===== src/rtl/multicycle_datapath_if.sv =====
// Memory-side handshake bundle for the multi-cycle core.
// The core drives requests; the memories answer with ack and data.
interface multicycle_datapath_if #(
  parameter int DATA_W = 16,
  parameter int PC_W = 16
);
  logic              imem_req;
  logic [PC_W-1:0]   imem_addr;
  logic [15:0]       imem_rdata;
  logic              imem_ack;
  logic              dmem_req;
  logic              dmem_we;
  logic [DATA_W-1:0] dmem_addr;
  logic [DATA_W-1:0] dmem_wdata;
  logic [DATA_W-1:0] dmem_rdata;
  logic              dmem_ack;

  modport master (
    output imem_req, imem_addr,
    input  imem_rdata, imem_ack,
    output dmem_req, dmem_we, dmem_addr, dmem_wdata,
    input  dmem_rdata, dmem_ack
  );

  modport slave (
    input  imem_req, imem_addr,
    output imem_rdata, imem_ack,
    input  dmem_req, dmem_we, dmem_addr, dmem_wdata,
    output dmem_rdata, dmem_ack
  );
endinterface


===== src/rtl/multicycle_datapath.sv =====
// Multi-cycle core for the 16-bit ISA with parametrised widths.
// Fetch and data accesses stall on req/ack until the memory answers.
module multicycle_datapath #(
  parameter int DATA_W = 16,
  parameter int PC_W = 16,
  parameter int unsigned RESET_PC = 0
) (
  input  logic                 clk,
  input  logic                 rst,
  multicycle_datapath_if.master bus,
  output logic [PC_W-1:0]      pc,
  output logic                 halted,
  output logic [31:0]          retired
);

  typedef enum logic [2:0] {
    S_FETCH,
    S_DECODE,
    S_EXEC,
    S_MEM,
    S_WB,
    S_HALT
  } state_t;

  state_t state, state_nx;

  logic [15:0]       ir;
  logic [DATA_W-1:0] a, b, alu, alu_q, mdr;
  logic [DATA_W-1:0] regs [8];

  logic [3:0] op;
  logic [2:0] rs, rt, rd, funct;
  logic [DATA_W-1:0] imm;

  assign op    = ir[15:12];
  assign rs    = ir[11:9];
  assign rt    = ir[8:6];
  assign rd    = ir[5:3];
  assign funct = ir[2:0];
  assign imm   = {{(DATA_W-6){ir[5]}}, ir[5:0]};

  logic is_lw, is_sw, is_r, is_addi;
  logic is_beq, is_bne, is_jmp, is_halt;
  logic is_mem, is_wb;

  assign is_lw   = op == 4'h0;
  assign is_sw   = op == 4'h1;
  assign is_r    = op == 4'h2;
  assign is_addi = op == 4'h3;
  assign is_beq  = op == 4'hb;
  assign is_bne  = op == 4'hc;
  assign is_jmp  = op == 4'hd;
  assign is_halt = op == 4'hf;
  assign is_mem  = is_lw | is_sw;
  assign is_wb   = is_r | is_addi;

  always_comb begin
    alu = a + imm;
    if (is_r) begin
      unique case (funct)
        3'd0: alu = a + b;
        3'd1: alu = a - b;
        3'd2: alu = a & b;
        3'd3: alu = a | b;
        3'd4: alu = a ^ b;
        3'd5: alu = {{(DATA_W-1){1'b0}}, $signed(a) < $signed(b)};
        3'd6: alu = {a[DATA_W-2:0], 1'b0};
        3'd7: alu = {1'b0, a[DATA_W-1:1]};
      endcase
    end
  end

  logic [PC_W-1:0] pc2, br_off, pc_exec;
  logic            taken;

  assign pc2    = pc + PC_W'(2);
  assign br_off = {{(PC_W-7){ir[5]}}, ir[5:0], 1'b0};
  assign taken  = (is_beq && a == b) || (is_bne && a != b);

  // Jumps keep the top region bits of pc+2 and replace the rest.
  always_comb begin
    pc_exec = pc2;
    unique case (1'b1)
      taken:   pc_exec = pc2 + br_off;
      is_jmp:  pc_exec = {pc2[PC_W-1:13], ir[11:0], 1'b0};
      default: ;
    endcase
  end

  logic [2:0]        wr_idx;
  logic [DATA_W-1:0] wb_val;

  assign wr_idx = is_r ? rd : rt;
  assign wb_val = is_lw ? mdr : alu_q;

  logic ireq, dreq, retire;

  always_comb begin
    state_nx = state;
    ireq     = 1'b0;
    dreq     = 1'b0;
    retire   = 1'b0;
    unique case (state)
      S_FETCH: begin
        ireq = 1'b1;
        if (bus.imem_ack) state_nx = S_DECODE;
      end
      S_DECODE: state_nx = S_EXEC;
      S_EXEC: begin
        unique case (1'b1)
          is_mem: state_nx = S_MEM;
          is_wb:  state_nx = S_WB;
          is_halt: begin
            state_nx = S_HALT;
            retire   = 1'b1;
          end
          default: begin
            state_nx = S_FETCH;
            retire   = 1'b1;
          end
        endcase
      end
      S_MEM: begin
        dreq = 1'b1;
        if (bus.dmem_ack) begin
          state_nx = is_lw ? S_WB : S_FETCH;
          retire   = ~is_lw;
        end
      end
      S_WB: begin
        state_nx = S_FETCH;
        retire   = 1'b1;
      end
      S_HALT: ;
      default: state_nx = S_FETCH;
    endcase
  end

  // Requests are masked while reset is held, whatever the state.
  assign bus.imem_req   = ireq & ~rst;
  assign bus.dmem_req   = dreq & ~rst;
  assign bus.imem_addr  = pc;
  assign bus.dmem_we    = is_sw;
  assign bus.dmem_addr  = alu_q;
  assign bus.dmem_wdata = b;
  assign halted         = state == S_HALT;

  always_ff @(posedge clk) begin
    if (rst) state <= S_FETCH;
    else     state <= state_nx;
  end

  always_ff @(posedge clk) begin
    if (rst) begin
      pc      <= PC_W'(RESET_PC);
      retired <= '0;
      ir      <= '0;
      a       <= '0;
      b       <= '0;
      alu_q   <= '0;
      mdr     <= '0;
      for (int i = 0; i < 8; i++) regs[i] <= '0;
    end else begin
      if (retire) retired <= retired + 32'd1;
      unique case (state)
        S_FETCH: if (bus.imem_ack) ir <= bus.imem_rdata;
        S_DECODE: begin
          a <= regs[rs];
          b <= regs[rt];
        end
        S_EXEC: begin
          alu_q <= alu;
          if (!is_mem && !is_wb && !is_halt) pc <= pc_exec;
        end
        S_MEM: begin
          if (bus.dmem_ack) begin
            if (is_lw) mdr <= bus.dmem_rdata;
            else       pc  <= pc2;
          end
        end
        S_WB: begin
          if (wr_idx != 3'd0) regs[wr_idx] <= wb_val;
          pc <= pc2;
        end
        default: ;
      endcase
    end
  end

endmodule


===== src/flat_wrapper.sv =====
// flat-port wrapper written by rule: the top's interface ports become plain ports
module multicycle_datapath_flat 
#(
  parameter int DATA_W = 16,
  parameter int PC_W = 16,
  parameter int unsigned RESET_PC = 0
)
  (clk, rst, pc, halted, retired, bus_imem_req, bus_imem_addr, bus_imem_rdata, bus_imem_ack, bus_dmem_req, bus_dmem_we, bus_dmem_addr, bus_dmem_wdata, bus_dmem_rdata, bus_dmem_ack);
  multicycle_datapath_if #(.DATA_W(DATA_W), .PC_W(PC_W)) bus_i ();
  input  logic clk;
  input  logic rst;
  output logic [PC_W-1:0] pc;
  output logic halted;
  output logic [31:0] retired;
  output wire logic [$bits(bus_i.imem_req)-1:0] bus_imem_req;
  output wire logic [$bits(bus_i.imem_addr)-1:0] bus_imem_addr;
  input wire logic [$bits(bus_i.imem_rdata)-1:0] bus_imem_rdata;
  input wire logic [$bits(bus_i.imem_ack)-1:0] bus_imem_ack;
  output wire logic [$bits(bus_i.dmem_req)-1:0] bus_dmem_req;
  output wire logic [$bits(bus_i.dmem_we)-1:0] bus_dmem_we;
  output wire logic [$bits(bus_i.dmem_addr)-1:0] bus_dmem_addr;
  output wire logic [$bits(bus_i.dmem_wdata)-1:0] bus_dmem_wdata;
  input wire logic [$bits(bus_i.dmem_rdata)-1:0] bus_dmem_rdata;
  input wire logic [$bits(bus_i.dmem_ack)-1:0] bus_dmem_ack;
  assign bus_imem_req = bus_i.imem_req;
  assign bus_imem_addr = bus_i.imem_addr;
  assign bus_i.imem_rdata = bus_imem_rdata;
  assign bus_i.imem_ack = bus_imem_ack;
  assign bus_dmem_req = bus_i.dmem_req;
  assign bus_dmem_we = bus_i.dmem_we;
  assign bus_dmem_addr = bus_i.dmem_addr;
  assign bus_dmem_wdata = bus_i.dmem_wdata;
  assign bus_i.dmem_rdata = bus_dmem_rdata;
  assign bus_i.dmem_ack = bus_dmem_ack;
  multicycle_datapath #(.DATA_W(DATA_W), .PC_W(PC_W), .RESET_PC(RESET_PC)) u_core (.clk(clk), .rst(rst), .bus(bus_i), .pc(pc), .halted(halted), .retired(retired));
endmodule

===== config.mk =====
export PLATFORM = sky130hd
export DESIGN_NAME = multicycle_datapath_flat
export DESIGN_NICKNAME = d
export VERILOG_FILES = /design/src/rtl/multicycle_datapath_if.sv /design/src/rtl/multicycle_datapath.sv /design/src/flat_wrapper.sv
export SDC_FILE = /design/constraint.sdc
export NUM_CORES = 1
export LEC_CHECK = 0
export CAP_MARGIN = 20
export CORE_ASPECT_RATIO = 1.4
export CORE_MARGIN = 2
export CORE_UTILIZATION = 50
export DETAILED_ROUTE_END_ITERATION = 7
export GPL_TIMING_DRIVEN = 0
export PLACE_DENSITY_LB_ADDON = 0.12
export SYNTH_ARGS = -nofsm -noshare
export SYNTH_HDL_FRONTEND = slang
export SYNTH_SLANG_ARGS = --single-unit

===== constraint.sdc =====
create_clock -name clk -period 3.55 [get_ports clk]
set_clock_uncertainty 0.15 [all_clocks]
set_input_delay 0.71 -clock clk [delete_from_list [all_inputs] [get_ports clk]]
set_output_delay 0.71 -clock clk [all_outputs]
set_load 0.01 [all_outputs]

==> impl_summary.md <==
Run status
The flow ran to the end, and the final reports show no timing, DRC or antenna violations.

Worst hold path
The path class of the lowest-slack min-delay path is reg -> reg.

Routing
After the first detailed-routing iteration, the DRC count stood at 917. The mean routed wirelength per cell is about 22 um. For this block, the routed nets add up to 50.15 mm of wire.

Before antenna repair, the detailed router went through 6 iterations. For this run, design rule violations remaining after detail routing come to 0. The count of antenna-violating nets left after detailed routing is 0. The vias after detailed routing is 13860. After detailed routing, the number of vias per cell comes to 6.059.

Finish
Cells with a size suffix above 1 make up between 10% and 20% of the layout. From synthesis to final layout, the design area changed by 18.55%. The register cell area after layout is roughly 6500 sq um. The finished cells cover 19160 sq um. For this run, the post-layout net count is about 2000.

The number of antenna diodes in the final layout is 0. The area of combinational cells with multiple inputs is 9039 sq um. The layout has 2749 filler cells. The library cell used most frequently in the layout, excluding fill and tap cells, is sky130_fd_sc_hd__nor2_1. The library cells used most frequently in the layout, excluding fill and tap cells, are sky130_fd_sc_hd__nor2_1, sky130_fd_sc_hd__nand2_1, sky130_fd_sc_hd__clkdlybuf4s50_1.

Critical path
The worst path arrival time is 3.76 ns. The biggest fanout along the worst timing path is 7. STA puts the critical path data required time at 3.81 ns. The element type at the critical path end is a flop.

The worst setup path is launched from a flop. The critical path class is reg -> reg.

Logic synthesis
In this run, synthesis inferred 128 flip-flops with an integrated enable. The proportion of netlist area held by the largest area contributor is 23.78%. Dividing the synthesized area by the synthesized cell count gives 9.587 sq um. After synthesis, flip-flops and latches occupy 39.88% of the total area. After synthesis, the share of flip-flops with an asynchronous set or reset is 0%. Synthesis inferred 258 register bits. The most used flip-flop cell after synthesis is sky130_fd_sc_hd__dfxtp_1.

Synthesis produced a netlist whose cell count is approximately 1700. Sorting the synthesized cells by area gives the leading types as sky130_fd_sc_hd__edfxtp_1, sky130_fd_sc_hd__dfxtp_1, sky130_fd_sc_hd__mux4_2. The cell taking the most area after synthesis is sky130_fd_sc_hd__edfxtp_1. The netlist area before placement is around 16000 sq um. The netlist uses between 80 and 90 different library cells.

The number of warnings printed during yosys synthesis is 0.

GRT
The total overflow reported by the global router is 0. The initial antenna violation count came to 0. Entering global routing, the biggest net connects 22 pins. The overall fraction of global-route tracks in use is 29.56%.

The first global-routing pass estimated slightly below 80 mm of wire. The via count of the first global-routing pass is 13810.

Run
The max-capacitance violation count is 0.

Clock tree
The clock-pin slew on the worst setup and hold paths is roughly 0.060 ns. Buffers inserted during clock tree synthesis total 27. The clock tree from TritonCTS is yes. Counting every sink on the clock net gives 258.

The buffer type at the clock tree root is sky130_fd_sc_hd__clkbuf_16. The number of buffers on the longest clock path is 3. The clock insertion delay at the later pin of the skew report is about 0.56 ns. Buffers inserted to repair hold after CTS numbered 0. CTS built an H-tree with a depth of 1.

Die
The row count is 77. The total die area is about 34000 sq um. In this run the horizontal extent of the chip is approximately 160 um.

The core region area is 31700 sq um. The I/O pin count is around 140. The die span in y is ~220 um.

The starting utilization of the core area is about 51%.

Placed design
The HPWL after detailed placement is 39.65 mm. OpenSTA, run right after detailed placement, puts the worst setup slack at -0.3836 ns. Summing all placed instances gives a cell area of 18050 sq um.

Routability-driven placement finished with a final weighted congestion of 0.9688. The count of input and output buffers is 132.

STA
In the post-route analysis, the smallest setup slack over all paths is 0.05493 ns. The final critical-path required period is 3.495 ns. The final clock period utilization by the worst path is 98.45%.

Setup violations remaining at the end of the flow were counted as 0. For this run, the top clock speed supported by timing is 0.2861 GHz. Measured against its own limit, the worst slew margin works out to 28.13%.

The number of max-slew violations in the final report is 0. Setup repair after global routing could not meet its margin everywhere. The number of hold-slack violations in the final timing report was 0. For the pin with the worst max-slew slack, the measured transition is approximately 1.1 ns.

Power
The power per cell area is 455.8 nW/um^2. For this design the static power due to leakage is 6.783 nW. VDD sags by at most 396.4 uV.
[state kept, by name, summed over array words and instances, names as in the netlist]
| name | flops |
|---|---|
| u_core.state | 3 |
| u_core.bus.imem_addr | 15 |
| u_core.regs | 128 |
| u_core.ir | 16 |
| u_core.bus.dmem_addr | 16 |
| u_core.bus.dmem_wdata | 16 |
| u_core.a | 16 |
| u_core.retired | 32 |
| u_core.mdr | 16 |
[report_power, final]
part	total (mW)	switching [mW]	leakage, nW	internal, mW
clock network	2.95	1.20	0.454	1.74
registers	3.50	0.213	2.38	3.28
logic	2.29	1.32	3.95	0.967
[path summary, 6_finish.rpt]
| path | startpoint | slack (ns) | cells past startpoint | endpoint |
|---|---|---|---|---|
| max | u_core.bus.dmem_wdata[14] | 0.05 | 11 | u_core.bus.imem_addr[12] |
| min | u_core.mdr[8] | 0.31 | 2 | u_core.mdr[8] |
| max reg2reg | u_core.bus.dmem_wdata[14] | 0.05 | 11 | u_core.bus.imem_addr[12] |
| min reg2reg | u_core.mdr[8] | 0.31 | 2 | u_core.mdr[8] |
[repair_timing]
action,in CTS,in global routing
gates resized for setup,28,34
buffers inserted,0,9
pin swaps,0,7
endpoints found under the setup margin,139,137
gates cloned,0,1
[worst max-delay path: stages (launching register included)]
cell,delay (ns)
sky130_fd_sc_hd__dfxtp_4,0.38
sky130_fd_sc_hd__inv_1,0.07
sky130_fd_sc_hd__ha_2,0.33
sky130_fd_sc_hd__or4_4,0.55
sky130_fd_sc_hd__or3_4,0.44
sky130_fd_sc_hd__or4_4,0.45
sky130_fd_sc_hd__a21oi_4,0.21
sky130_fd_sc_hd__nor2_4,0.07
sky130_fd_sc_hd__buf_6,0.17
sky130_fd_sc_hd__a221o_1,0.33
sky130_fd_sc_hd__a21oi_2,0.15
sky130_fd_sc_hd__nor3_1,0.08
[routing by layer]
metal,vias up,wire length [um],global-route usage [%]
li1,6501,-,-
met4,0,2427,13.58
met1,6669,18830,35.15
met5,-,0,0
met2,544,25930,53.54
met3,143,2961,3.027
[cells in the mapped netlist (13+ instances only)]
cell and n:
sky130_fd_sc_hd__clkbuf_1 88, sky130_fd_sc_hd__nor2b_1 13, sky130_fd_sc_hd__or3_1 22, sky130_fd_sc_hd__a21oi_1 109, sky130_fd_sc_hd__mux4_2 68, sky130_fd_sc_hd__xor2_1 27
sky130_fd_sc_hd__nand3_1 42, sky130_fd_sc_hd__xnor2_1 40, sky130_fd_sc_hd__buf_4 17, sky130_fd_sc_hd__mux2i_1 59, sky130_fd_sc_hd__buf_1 15, sky130_fd_sc_hd__inv_1 68
sky130_fd_sc_hd__edfxtp_1 128, sky130_fd_sc_hd__ha_1 81, sky130_fd_sc_hd__a211oi_1 49, sky130_fd_sc_hd__nand2_1 133, sky130_fd_sc_hd__nand2b_1 18, sky130_fd_sc_hd__dfxtp_1 130
sky130_fd_sc_hd__nor2_1 251, sky130_fd_sc_hd__nor3_1 49, sky130_fd_sc_hd__nand4_1 15, sky130_fd_sc_hd__o21ai_0 61
[per-stage QoR]
step	setup TNS (ns)	instances	power [mW]	hold WS, ns	utilization, %
floorplan	0	1703	4.980	0.2860	-
global placement	-33.34	2230	5.721	0.2914	56.92
detailed placement	-39.72	2230	5.755	0.2982	56.94
CTS	0	2278	8.692	0.3062	60.00
global route	-0.1232	2287	9.091	0.3260	60.45
finish	0	2287	8.733	0.3067	60.45
[cell type report]
cell class              instances  area share, %
plain buffers                 123          3.036
clock buffers                  40          4.081
clock inverters                 9         0.6856
inverters                      70          1.371
multi-input cells            1250          47.17
flip-flops and latches        258          33.80
well taps                     395          2.579
repair buffers                142          7.274
[cells by family (layout without fill, tap and decap cells)]
kind of cell	Yosys count	in the layout	share of synthesized area (%)
simple gates	601	601	17.09
compound gates	352	352	14.31
flops	258	258	39.88
buf+inv	195	384	5.171
mux	127	127	13.13
fa+ha+maj	85	85	6.766
xor+xnor	67	67	3.631
other cells	1	18	0.02320
(Power assumes the default switching activity.)
